`src/rtl/mcp_hv_ramp_ctrl.sv`:
```
// rtl/mcp_hv_ramp_ctrl.sv - MCP HVPS DAC ramp sequencer
//
// Walks the 12-bit HV DAC code from 0 toward a programmable target. Each step
// is one DAC write followed by a fixed dwell. The block ramps back down when
// safe_cmd is asserted or hven_cmd is dropped, and writes 0 immediately when
// reset_cmd is asserted. It also owns the HVPS enable.
//
// Ports
//   clk50        : 50 MHz system clock
//   rst_n        : asynchronous active-low reset
//   hven_cmd     : level, request HV on
//   safe_cmd     : level, force ramp-down to 0
//   reset_cmd    : level, abort straight to code 0
//   target[11:0] : requested final DAC code
//   dac_busy     : DAC is shifting, no write may be issued
//   dac_set[11:0]: code presented to the DAC, valid with dac_pulse
//   dac_pulse    : one-cycle DAC write strobe
//   hven         : HVPS enable
//   at_target    : ramp settled (HOLD)
//   ramp_active  : stepping or aborting (WRITE, DWELL, ABORT)
module mcp_hv_ramp_ctrl #(
    parameter int STEP         = 230,
    parameter int START_CODE   = 10,
    parameter int DWELL_CYCLES = 20_000_000
) (
    input  logic        clk50,
    input  logic        rst_n,
    input  logic        hven_cmd,
    input  logic        safe_cmd,
    input  logic        reset_cmd,
    input  logic [11:0] target,
    input  logic        dac_busy,
    output logic [11:0] dac_set,
    output logic        dac_pulse,
    output logic        hven,
    output logic        at_target,
    output logic        ramp_active
);

    localparam logic [12:0] STEP13     = 13'(STEP);
    localparam logic [11:0] START12    = 12'(START_CODE);
    localparam logic [24:0] DWELL_LAST = 25'(DWELL_CYCLES - 1);

    typedef enum logic [2:0] {
        S_IDLE,
        S_WRITE,
        S_DWELL,
        S_HOLD,
        S_ABORT
    } state_t;

    state_t      state_q;
    logic [11:0] cur_q;
    logic [11:0] nxt_q;
    logic [24:0] cnt_q;
    // Set once hven_cmd has been seen low after rst_n, so a level left high
    // across a reset does not start a ramp by itself.
    logic        armed_q;

    logic [11:0] eff_tgt;
    logic [11:0] step_d;
    logic [12:0] diff;

    assign eff_tgt = (safe_cmd || !hven_cmd) ? 12'd0 : target;

    // One step from cur_q toward eff_tgt, clipped so it never overshoots.
    // Evaluated in 13 bits so the distance comparison cannot wrap.
    always_comb begin
        diff   = 13'd0;
        step_d = cur_q;
        if (eff_tgt > cur_q) begin
            diff   = {1'b0, eff_tgt} - {1'b0, cur_q};
            step_d = (diff <= STEP13) ? eff_tgt : 12'({1'b0, cur_q} + STEP13);
        end else if (eff_tgt < cur_q) begin
            diff   = {1'b0, cur_q} - {1'b0, eff_tgt};
            step_d = (diff <= STEP13) ? eff_tgt : 12'({1'b0, cur_q} - STEP13);
        end
    end

    always_ff @(posedge clk50 or negedge rst_n) begin
        if (!rst_n) begin
            state_q     <= S_IDLE;
            cur_q       <= 12'd0;
            nxt_q       <= 12'd0;
            cnt_q       <= 25'd0;
            armed_q     <= 1'b0;
            dac_set     <= 12'd0;
            dac_pulse   <= 1'b0;
            hven        <= 1'b0;
            at_target   <= 1'b0;
            ramp_active <= 1'b0;
        end else begin
            dac_pulse <= 1'b0;
            if (!hven_cmd) begin
                armed_q <= 1'b1;
            end

            if (reset_cmd && state_q != S_IDLE && state_q != S_ABORT) begin
                // Any dwell in progress is dropped.
                state_q     <= S_ABORT;
                cnt_q       <= 25'd0;
                at_target   <= 1'b0;
                ramp_active <= 1'b1;
            end else begin
                case (state_q)
                    S_IDLE: begin
                        if (armed_q && hven_cmd && !safe_cmd && !reset_cmd) begin
                            hven        <= 1'b1;
                            nxt_q       <= (target < START12) ? target : START12;
                            state_q     <= S_WRITE;
                            ramp_active <= 1'b1;
                        end
                    end
                    S_WRITE: begin
                        if (!dac_busy) begin
                            dac_set   <= nxt_q;
                            cur_q     <= nxt_q;
                            dac_pulse <= 1'b1;
                            cnt_q     <= 25'd0;
                            state_q   <= S_DWELL;
                        end
                    end
                    S_DWELL: begin
                        if (cnt_q == DWELL_LAST) begin
                            if (cur_q == eff_tgt) begin
                                ramp_active <= 1'b0;
                                if (eff_tgt != 12'd0) begin
                                    state_q   <= S_HOLD;
                                    at_target <= 1'b1;
                                end else begin
                                    hven    <= 1'b0;
                                    state_q <= S_IDLE;
                                end
                            end else begin
                                nxt_q   <= step_d;
                                state_q <= S_WRITE;
                            end
                        end else begin
                            cnt_q <= cnt_q + 25'd1;
                        end
                    end
                    S_HOLD: begin
                        if (eff_tgt != cur_q) begin
                            nxt_q       <= step_d;
                            state_q     <= S_WRITE;
                            at_target   <= 1'b0;
                            ramp_active <= 1'b1;
                        end
                    end
                    S_ABORT: begin
                        if (!dac_busy) begin
                            dac_set     <= 12'd0;
                            dac_pulse   <= 1'b1;
                            cur_q       <= 12'd0;
                            hven        <= 1'b0;
                            state_q     <= S_IDLE;
                            ramp_active <= 1'b0;
                        end
                    end
                    default: begin
                        state_q     <= S_IDLE;
                        at_target   <= 1'b0;
                        ramp_active <= 1'b0;
                    end
                endcase
            end
        end
    end

endmodule

```
`config.mk`:
```
export PLATFORM = sky130hd
export DESIGN_NAME = mcp_hv_ramp_ctrl
export DESIGN_NICKNAME = d
export VERILOG_FILES = /design/src/rtl/mcp_hv_ramp_ctrl.sv
export SDC_FILE = /design/constraint.sdc
export NUM_CORES = 1
export LEC_CHECK = 0
export ABC_AREA = 1
export CORE_ASPECT_RATIO = 2
export CORE_MARGIN = 1
export CORE_UTILIZATION = 55
export CTS_CLUSTER_DIAMETER = 120
export CTS_CLUSTER_SIZE = 8
export DETAILED_ROUTE_END_ITERATION = 10
export DONT_BUFFER_PORTS = 1
export PLACE_DENSITY_LB_ADDON = 0.08
export SYNTH_ARGS = -nofsm -noshare
export SYNTH_HDL_FRONTEND = slang
export SYNTH_SLANG_ARGS = --single-unit
```
`constraint.sdc`:
```
create_clock -name clk50 -period 2.73 [get_ports clk50]
set_clock_uncertainty 0.1 [all_clocks]
set_input_delay 0.546 -clock clk50 [delete_from_list [all_inputs] [get_ports clk50]]
set_output_delay 0.546 -clock clk50 [all_outputs]
set_load 0.1 [all_outputs]
```
==> results by group <==
Routing
  • Drt first-iter violations: between 200 and 300
  • Total wire length after detailed routing: approximately 21 mm
  • Post-detailed-route via-to-cell ratio: 5.60
  • Post-DRT Antenna Nets: 0
  • DR WL/cell: 18.1 um
  • Drt drc: 0
  • Via total after detailed routing: around 6,600
  • Count of TritonRoute iterations in the first routing pass: 7

Finish
  • Post-Route Utilization: 73.7%
  • Synth-to-layout area growth: 30.8%
  • Antenna diode count: 0
  • Number of nets in the final layout: 1,086
  • Number of fill cells: 890
  • Final instance count without filler cells: about 1,200
  • Layout cells sized above 1: 24.5%

Setup path
  • Count of cells along the worst register-to-register path: 19
  • Startpoint of the worst-slack reg-to-reg timing path: cur_q[0]$_DFFE_PN0P_
  • Arr. time, crit path: 3.05 ns
  • Endpoint kind of the worst setup timing path: register
  • Flop2flop setup slack: 0.01 ns
  • Data required time at the worst endpoint: 2.85 ns
  • Crit-path max FO: 7
  • Start-to-end type of the worst setup path: input pin to register
  • Reg-to-reg critical path endpoint: nxt_q[10]$_DFFE_PN0P_
  • Nature of the critical path startpoint: input pin

Timing
  • Final period demand of the worst path: 2.94 ns
  • Setup repair after global routing missed its margin: true
  • Worst setup slack after layout: -0.205 ns
  • Max frequency: between 0.3 and 0.4 GHz
  • Final clock period utilization by the worst path: 108%
  • Post-route worst hold slack: 0.273 ns
  • Final setup TNS: -2.19 ns
  • Total of endpoints with negative setup slack in the final report: 12
  • Worst max-slew margin expressed relative to the limit: 39.6%
  • Number of hold violations in the final report: 0
  • Worst-margin pin slew: 0.906 ns
  • Number of pins exceeding their max-slew limit in the final report: 0

Yosys
  • Dominant combinational cell family by area after synthesis: simple AND/OR/NAND/NOR gates
  • Mean instance size in the synthesized netlist: between 6 and 7 um^2
  • Mapped cell area: 5680 um^2
  • Total of flip-flops plus latches after synthesis: 57
  • Fraction of the mapped netlist area in simple logic gates: slightly above 40%
  • Top cell type by total area after synthesis: sky130_fd_sc_hd__dfrtp_1
  • Netlist cell types: 44
  • Sequential area share after synthesis: 25.1%
  • Top cells by area, synth: sky130_fd_sc_hd__dfrtp_1, sky130_fd_sc_hd__nand2_1, sky130_fd_sc_hd__inv_1
  • Adder-cell share of the synthesized area: 6.65%
  • Syn nets: 966
  • Most common cell in the netlist: sky130_fd_sc_hd__nand2_1
  • Parity-gate share of the synthesized area counting xor and xnor cells: 4.32%
  • Multiplexer share of the synthesized area: 0%
  • Share of async-settable or async-resettable flops after synthesis: 100%
  • Commonest register cell after synthesis: sky130_fd_sc_hd__dfrtp_1
  • Count of synthesis-stage warnings from yosys: 0
  • Commonest cells in the synthesized netlist: sky130_fd_sc_hd__nand2_1, sky130_fd_sc_hd__inv_1, sky130_fd_sc_hd__nand3_1
  • Post-synth EDFFs: 0
  • Compound-Gate Fraction of Synth Area: 10.0%
  • Post-synth top area share: about 25%
  • Cells after synthesis: between 900 and 1,000

Worst hold path
  • Number of cells on the worst hold path: 2
  • Start point of the worst min-delay path: hven_cmd
  • Hold Path Sink: armed_q$_DFFE_PN0N_
  • Type of the tightest min-delay check: input pin to register

Global routing
  • Via count of the first global-routing pass: 6,689
  • Initial antenna violation count: 0
  • Overflow left after global routing: 0
  • Pin count of the biggest net entering global routing: 58
  • Wire length of the first global-routing pass: approximately 32 mm
  • Global-route total usage across every layer: 41.0%

Clock tree
  • Number of H-tree branching levels: 3
  • Buffer cell driving the clock tree root: sky130_fd_sc_hd__clkbuf_16
  • Insertion delay to the later sink of the worst-skew pair: 0.33 ns
  • Total clock buffers created by CTS: 9
  • Clock Sink Count: 57
  • TritonCTS clock tree: done
  • Number of buffers on the longest clock path: 2
  • Clock transition at the register clock pins on the worst setup and hold paths after CTS: ~0.05 ns

Die
  • Core region area: 10,100 um^2
  • Die outline area: 10,800 um^2
  • # IOs: 34
  • Cell row count: 52
  • Die Wd: 73.9 um
  • Initial Util: 56.3%
  • Height of the die: 146 um

Flow run
  • Max Cap Viol: 0

Run status
  • Failing checks: negative setup slack
  • Outcome: finished with violations

Power and ir drop
  • Lkg Pwr: 0.00373 uW
  • Highest ir drop seen on vdd: between 1 and 1.5 mV
  • Pwr dens: 1460 nW/um^2
  • Total power of the final layout: 10,800 uW

Placed design
  • HPWL after detailed placement: between 15 and 20 mm
  • Final weighted congestion in routability-driven placement: 1.05
  • Post-placement cell count: 1,150
  • Number of I/O port buffers: 0
## registers in the layout, summed over array words and instances, names as in the netlist
signal       flops
nxt_q           12
state_q          3
dac_pulse        1
cnt_q           25
armed_q          1
ramp_active      1
hven             1
at_target        1
cur_q           12
## cells by family (layout without fill, tap and decap cells)
logic type / count (synthesis) / count (layout)
AOI/OAI and AO/OA: 96 / 96
xor gates and xnor gates: 28 / 28
adders and majority gates: 29 / 29
buffers and inverters: 180 / 304
DFF: 57 / 57
and+or+nand+nor: 529 / 530
## critical path: stages
cell and delay (ns):
sky130_fd_sc_hd__inv_12 0.01, sky130_fd_sc_hd__nor2_4 0.16, sky130_fd_sc_hd__clkinv_4 0.18, sky130_fd_sc_hd__nor2_4 0.19
sky130_fd_sc_hd__ha_4 0.14, sky130_fd_sc_hd__inv_2 0.04, sky130_fd_sc_hd__fa_2 0.41, sky130_fd_sc_hd__nand3_4 0.12
sky130_fd_sc_hd__nand3_4 0.08, sky130_fd_sc_hd__nand2_2 0.08, sky130_fd_sc_hd__nand3_2 0.09, sky130_fd_sc_hd__nor2_4 0.21
sky130_fd_sc_hd__nor2_4 0.07, sky130_fd_sc_hd__nand2_4 0.10, sky130_fd_sc_hd__buf_6 0.14, sky130_fd_sc_hd__nand4_1 0.10
sky130_fd_sc_hd__nand3_1 0.10, sky130_fd_sc_hd__nand2_1 0.05, sky130_fd_sc_hd__nand2_1 0.05, sky130_fd_sc_hd__nand2_1 0.04
sky130_fd_sc_hd__nand2_1 0.06, sky130_fd_sc_hd__nand2_1 0.05
## power breakdown
| part | total, uW | switching (uW) | internal [uW] | leakage [uW] |
|---|---|---|---|---|
| logic | 8220 | 5370 | 2840 | 0.00283 |
| registers | 1440 | 357 | 1090 | 0.000750 |
| clock network | 1150 | 371 | 779 | 0.000153 |
## final cells by class
| type | instances | area, um^2 | area share, % |
|---|---|---|---|
| Clock buffer | 14 | 274 | 3.69 |
| Clock inverter | 2 | 35.0 | 0.472 |
| Inverter | 157 | 613 | 8.25 |
| Multi-Input combinational cell | 683 | 3830 | 51.5 |
| Sequential cell | 57 | 1450 | 19.5 |
| Tap cell | 135 | 169 | 2.27 |
| Timing Repair Buffer | 130 | 1050 | 14.1 |
| Timing Repair inverter | 1 | 8.76 | 0.118 |
## routing by layer
metal | up-vias | part of all wire [%] | GRT usage (%)
met3 | 123 | 5.6 | 13.0
met5 | - | 0 | 0
met4 | 0 | 10 | 35.3
met2 | 234 | 53 | 73.3
met1 | 3079 | 31 | 34.0
li1 | 3170 | - | -
## per-stage QoR
| stage | cell area (um^2) | worst slack, ns |
|---|---|---|
| 2_1_floorplan | 5770 | -0.212 |
| 3_3_place_gp | 6730 | -0.509 |
| 3_5_place_dp | 6730 | -0.611 |
| 4_1_cts | 7160 | -0.0441 |
| 5_1_grt | 7430 | -0.356 |
| 6_report | 7430 | -0.205 |
## how the worst max path moves through the flow
stage	startpoint	endpoint	slack [ns]	depth (start not counted)
floorplan	hven_cmd	nxt_q[4]$_DFFE_PN0P_	-0.21	23
global placement	hven_cmd	nxt_q[0]$_DFFE_PN0P_	-0.51	22
detailed placement	hven_cmd	nxt_q[2]$_DFFE_PN0P_	-0.61	22
CTS	hven_cmd	nxt_q[2]$_DFFE_PN0P_	-0.04	23
global route	hven_cmd	nxt_q[2]$_DFFE_PN0P_	-0.36	24
finish	hven_cmd	nxt_q[10]$_DFFE_PN0P_	-0.21	22
## cell usage in the layout, fill, tap and decap left out, drive strengths merged, types with 2 or more instances in the layout
cell type,instances
inv,154
nand4,33
o2111ai,2
clkinv,4
o32ai,3
nand3b,2
nor2,72
ha,27
a31oi,2
fa,2
nand3,75
nor3,28
nor3b,4
xor2,27
o211ai,9
nor4,8
dfrtp,57
o21ai,44
o31ai,3
clkbuf,14
nand2,306
buf,129
a21oi,30
## what timing repair did
item | CTS | global route
gates resized for setup | 13 | 58
hold endpoints to repair | 57 | 0
setup buffers | 5 | 4
pin swaps | 4 | 9
hold buffers | 2 | 0
gates cloned | 1 | 1
setup endpoints to repair | 13 | 16
(Power assumes the default switching activity.)
